File: src/rtl/sid_pkg.sv
// rtl/sid_pkg.sv - shared sid widths and amplifier state encoding
package sid_pkg;
  localparam int WAVE_W = 12;
  localparam int ENV_W  = 8;
  localparam int OUT_W  = WAVE_W + ENV_W;

  typedef enum logic [1:0] {
    IDLE = 2'd0,
    MULT = 2'd1,
    HOLD = 2'd2
  } amp_state_e;
endpackage

File: src/rtl/sid_serial_mul.sv
// rtl/sid_serial_mul.sv - shift-add signed(wave) x unsigned(env) multiplier, one env bit per cycle
module sid_serial_mul #(
  parameter int WAVE_W = 12,
  parameter int ENV_W  = 8,
  parameter int OUT_W  = WAVE_W + ENV_W,
  parameter int CNT_W  = $clog2(ENV_W + 1)
) (
  input  logic              clk_i,
  input  logic              reset_i,
  input  logic              start_i,
  input  logic [WAVE_W-1:0] wave_i,
  input  logic [ENV_W-1:0]  env_i,
  output logic              done_o,
  output logic [OUT_W-1:0]  product_o
);
  logic [OUT_W-1:0] swave_q, swave_d;
  logic [OUT_W-1:0] acc_q, acc_d;
  logic [ENV_W-1:0] env_q, env_d;
  logic [CNT_W-1:0] cnt_q, cnt_d;
  logic             active_q, active_d;

  always_ff @(posedge clk_i or posedge reset_i) begin
    if (reset_i) begin
      swave_q  <= '0;
      acc_q    <= '0;
      env_q    <= '0;
      cnt_q    <= '0;
      active_q <= 1'b0;
    end else begin
      swave_q  <= swave_d;
      acc_q    <= acc_d;
      env_q    <= env_d;
      cnt_q    <= cnt_d;
      active_q <= active_d;
    end
  end

  always_comb begin
    swave_d  = swave_q;
    acc_d    = acc_q;
    env_d    = env_q;
    cnt_d    = cnt_q;
    active_d = active_q;
    done_o   = active_q && (cnt_q == CNT_W'(ENV_W));
    if (start_i) begin
      // Inverting the MSB re-centres the midscale-0x800 wave to two's complement.
      swave_d  = OUT_W'($signed({~wave_i[WAVE_W-1], wave_i[WAVE_W-2:0]}));
      env_d    = env_i;
      acc_d    = '0;
      cnt_d    = '0;
      active_d = 1'b1;
    end else if (active_q) begin
      if (done_o) begin
        active_d = 1'b0;
      end else begin
        if (env_q[0]) acc_d = acc_q + (swave_q << cnt_q);
        env_d = env_q >> 1;
        cnt_d = cnt_q + 1'b1;
      end
    end
  end

  assign product_o = acc_q;
endmodule

File: src/rtl/sid_voice_amp.sv
// rtl/sid_voice_amp.sv - voice amplitude scaler: capture/multiply/hold FSM with valid-ready output
module sid_voice_amp #(
  parameter int WAVE_W = sid_pkg::WAVE_W,
  parameter int ENV_W  = sid_pkg::ENV_W,
  localparam int OUT_W = WAVE_W + ENV_W
) (
  input  logic              clk,
  input  logic              reset,
  input  logic              sample_tick,
  input  logic [WAVE_W-1:0] wave,
  input  logic [ENV_W-1:0]  env,
  input  logic              voice_mute,
  output logic [OUT_W-1:0]  out_data,
  output logic              out_valid,
  input  logic              out_ready,
  output logic              busy,
  output logic              overrun
);
  import sid_pkg::*;

  localparam int CNT_W = $clog2(ENV_W + 1);

  amp_state_e       state_q, state_d;
  logic [OUT_W-1:0] out_data_q, out_data_d;
  logic             out_valid_q, out_valid_d;
  logic             overrun_q, overrun_d;
  logic             mute_q, mute_d;
  logic             mul_start;
  logic             mul_done;
  logic [OUT_W-1:0] mul_product;
  logic             xfer;

  sid_serial_mul #(
    .WAVE_W(WAVE_W),
    .ENV_W (ENV_W),
    .OUT_W (OUT_W),
    .CNT_W (CNT_W)
  ) u_mul (
    .clk_i    (clk),
    .reset_i  (reset),
    .start_i  (mul_start),
    .wave_i   (wave),
    .env_i    (env),
    .done_o   (mul_done),
    .product_o(mul_product)
  );

  assign xfer = out_valid_q && out_ready;

  always_ff @(posedge clk or posedge reset) begin
    if (reset) begin
      state_q     <= IDLE;
      out_data_q  <= '0;
      out_valid_q <= 1'b0;
      overrun_q   <= 1'b0;
      mute_q      <= 1'b0;
    end else begin
      state_q     <= state_d;
      out_data_q  <= out_data_d;
      out_valid_q <= out_valid_d;
      overrun_q   <= overrun_d;
      mute_q      <= mute_d;
    end
  end

  always_comb begin
    state_d     = state_q;
    out_data_d  = out_data_q;
    out_valid_d = out_valid_q;
    overrun_d   = overrun_q;
    mute_d      = mute_q;
    mul_start   = 1'b0;
    case (state_q)
      IDLE: begin
        if (sample_tick) begin
          mul_start = 1'b1;
          mute_d    = voice_mute;
          state_d   = MULT;
        end
      end
      MULT: begin
        if (sample_tick) overrun_d = 1'b1;
        if (mul_done) begin
          out_valid_d = 1'b1;
          out_data_d  = mute_q ? '0 : mul_product;
          state_d     = HOLD;
        end
      end
      HOLD: begin
        if (xfer) begin
          out_valid_d = 1'b0;
          out_data_d  = '0;
          // A tick coinciding with the transfer chains straight into the next multiply.
          if (sample_tick) begin
            mul_start = 1'b1;
            mute_d    = voice_mute;
            state_d   = MULT;
          end else begin
            state_d = IDLE;
          end
        end else if (sample_tick) begin
          overrun_d = 1'b1;
        end
      end
      default: state_d = IDLE;
    endcase
  end

  assign out_data  = out_data_q;
  assign out_valid = out_valid_q;
  assign busy      = (state_q != IDLE);
  assign overrun   = overrun_q;
endmodule

File: config.mk
export PLATFORM = sky130hd
export DESIGN_NAME = sid_voice_amp
export DESIGN_NICKNAME = d
export VERILOG_FILES = /design/src/rtl/sid_pkg.sv /design/src/rtl/sid_serial_mul.sv /design/src/rtl/sid_voice_amp.sv
export SDC_FILE = /design/constraint.sdc
export NUM_CORES = 1
export LEC_CHECK = 0
export CAP_MARGIN = 20
export CORE_ASPECT_RATIO = 0.8
export CORE_MARGIN = 5
export CORE_UTILIZATION = 40
export CTS_CLUSTER_SIZE = 40
export DETAILED_ROUTE_END_ITERATION = 10
export RECOVER_POWER = 50
export SLEW_MARGIN = 20
export SYNTH_ARGS = -nofsm -noshare
export SYNTH_HDL_FRONTEND = slang
export SYNTH_HIERARCHICAL = 1
export SYNTH_SLANG_ARGS = --single-unit
File: constraint.sdc
create_clock -name clk -period 3.7 [get_ports clk]
set_input_delay 0.74 -clock clk [delete_from_list [all_inputs] [get_ports clk]]
set_output_delay 0.74 -clock clk [all_outputs]
set_load 0.05 [all_outputs]
==> impl_metrics.yaml <==
placement:
  place_ws_ps: 221
  gp_congestion: 0.933
  port_buffers: 47
  dp_cells: 635
  hpwl_mm: 7.95
clocking:
  cts_root_buf: "clkbuf_16"
  clock_path_buffers: 2
  htreeDepth: 3
  cts_buffers: 9
  cts_tree: "built"
  cts-hold-fix-buffers: 0
  cts.clk_slew.worst_paths_ps: 60
  clock-sinks: 70
  clk-insertion-delay-late_ps: 340
detailed_routing:
  drt_wl_total_mm: 10.9
  drcViolationCount: 0
  dr.pass1.iters: 5
  ant_nets: 0
  via_count: 3633
  wire_per_inst_um: 16.7
  first_iter_violations: 263
  routed_via_density: 5.58
yosys:
  synth_seq_cells: 70
  mappedNetlistNets: 499
  synthArstFlopShare_pct: 100
  ys_warn_count: 6
  synth-edff-count: 0
  synth_cells: 452
  yosysSeqAreaShare_pct: 38.4
  syn_avg_cell_area_um2: 10.1
  dominantRegCellSynth: "dfrtp_1"
  synth_area_um2: 4560
  ys_types: 61
die:
  die_area_um2: 13700
  core_area_um2: 11000
  fp.dieH_um: 106
  start_util_pct: 41.4
  ioPinCount: 48
  die_x_um: 129
  num_rows: 34
final_layout:
  final_common_cell: "dfrtp_1"
  final_cell_mix: "69 x dfrtp_1, 45 x clkdlybuf4s50_1, 43 x nand2_1, 37 x a21oi_1, 37 x o21ai_0"
  nets: 549
  drive_above_1_share_pct: 17.0
  synthToLayoutAreaGrowth_pct: 21.3
  antenna_cells: 0
  layout.cells.non_filler: 651
global_route:
  first_global_vias: 3597
  grt_max_degree: 38
  grt_pass1_wl_mm: 18.3
  antenna_found_initial: 0
  grt_overflow: 0
  grt_use_met3_pct: 4.04
  met1_usage_pct: 25.1
  use_met2_pct: 24.0
  grt-busiest-layer: "met1"
  groute.usage.overall_pct: 16.9
timing:
  relSlewSlack_pct: 4.49
  skew_ps: 6.48
  setup_viol: 0
  holdWs_ps: 475
  rsz0062_at_grt: "false"
  timing.final.crit_share_pct: 93.6
  period_needed_ps: 3460
  hold_viol: 0
  setup_tns_ps: 0
  fmax_mhz: 289
  max_slew.worst_pin.slew_ps: 1420
  worst_slack_ps: 236
  drv_slew: 0
critical_path:
  end_kind: "flop"
  crit_arrival_ps: 3720
  required_ps: 3960
  path_max_fanout: 14
  cp-start-kind: "flop"
  path_class: "reg -> reg"
job:
  drv_cap: 0
min_path:
  hold_path.class: "reg -> reg"
status:
  outcome: "completed"
-- state kept, by name (all words and copies together), names as in the netlist --
| name | flops |
|---|---|
| u_mul/cnt_q | 4 |
| u_mul/product_o | 20 |
| out_valid | 1 |
| state_q | 2 |
| mute_q | 1 |
| u_mul/active_q | 1 |
| u_mul/env_q | 8 |
| out_data | 20 |
| overrun | 1 |
| u_mul/swave_q | 12 |
-- final cells by class --
cell class | count | area (um2)
Multi-Input combinational cell | 344 | 2640
Inverter | 15 | 57.6
Sequential cell | 70 | 1750
Tap cell | 144 | 180
Clock inverter | 7 | 95.1
Fill cell | 994 | 5490
Clock buffer | 9 | 225
Timing Repair Buffer | 62 | 579
-- per-layer routing --
| layer | up-vias | wire (um) |
|---|---|---|
| met1 | 1743 | 5560 |
| met3 | 17 | 544 |
| met5 | - | 0 |
| met2 | 112 | 4570 |
| met4 | 0 | 193 |
| li1 | 1761 | - |
-- final timing paths --
check / from / endpoint / slack [ps] / cells past startpoint
worst max-delay path: u_mul/cnt_q[0] / u_mul/product_o[18] / 240 / 11
worst min-delay path: overrun / overrun / 470 / 1
worst max register to register: u_mul/cnt_q[0] / u_mul/product_o[18] / 240 / 11
worst min register to register: overrun / overrun / 470 / 1
max in group asynchronous: reset / u_mul/swave_q[4] / 1090 / 3
min in group asynchronous: reset / out_data[10] / 1130 / 2
-- metrics by stage --
| stage | area, um2 | utilization (%) |
|---|---|---|
| after CTS | 5550 | 50.3 |
| after floorplan | 4560 | - |
| after global placement | 5230 | 47.4 |
| after global routing | 5530 | 50.2 |
| final | 5530 | 50.2 |
| after detailed placement | 5230 | 47.4 |
-- worst max-delay path, stage by stage (launching register included) --
cell and delay (ps):
dfrtp_2 490, buf_4 260, mux4_2 510, mux2i_1 210
o22ai_1 160, ha_1 400, and3_1 190, o2111ai_1 150
a21oi_2 370, o31ai_1 170, a2111o_1 390, o211ai_1 90
-- cells in the mapped netlist, types with 5 or more instances --
cell type   n  area (um2)
dfrtp_1    70        1750
nand2_1    43         161
a21oi_1    37         185
o21ai_0    37         185
nor2_1     24        90.1
ha_1       21         263
mux2_4     20         300
nor3b_1    20         150
mux2i_1    16         160
mux2_2     15         169
inv_1      13        48.8
a211oi_1   12        90.1
clkbuf_1   12        45.0
xnor2_1    10        87.6
buf_2       8        40.0
a22o_1      6        52.6
nor3_1      6        30.0
mux4_2      5         113
nor2b_1     5        31.3
-- cells by family (layout without fill, tap and decap cells) --
logic type | count (synthesis) | after routing | synth area share (%)
simple gates | 121 | 121 | 13.6
flops | 70 | 70 | 38.4
xor+xnor | 14 | 14 | 2.69
buf+inv | 38 | 93 | 3.68
mux | 56 | 56 | 16.3
compound gates | 131 | 131 | 19.1
fa+ha+maj | 22 | 22 | 6.20
-- what timing repair did --
| item | 4_1_cts | 5_1_grt |
|---|---|---|
| setup buffers | 0 | 0 |
| resized for setup | 0 | 1 |
| setup endpoints to repair | 0 | 2 |
Power is not shown: default switching activity piles up to over one toggle a cycle in this logic, so the estimate is an artifact.
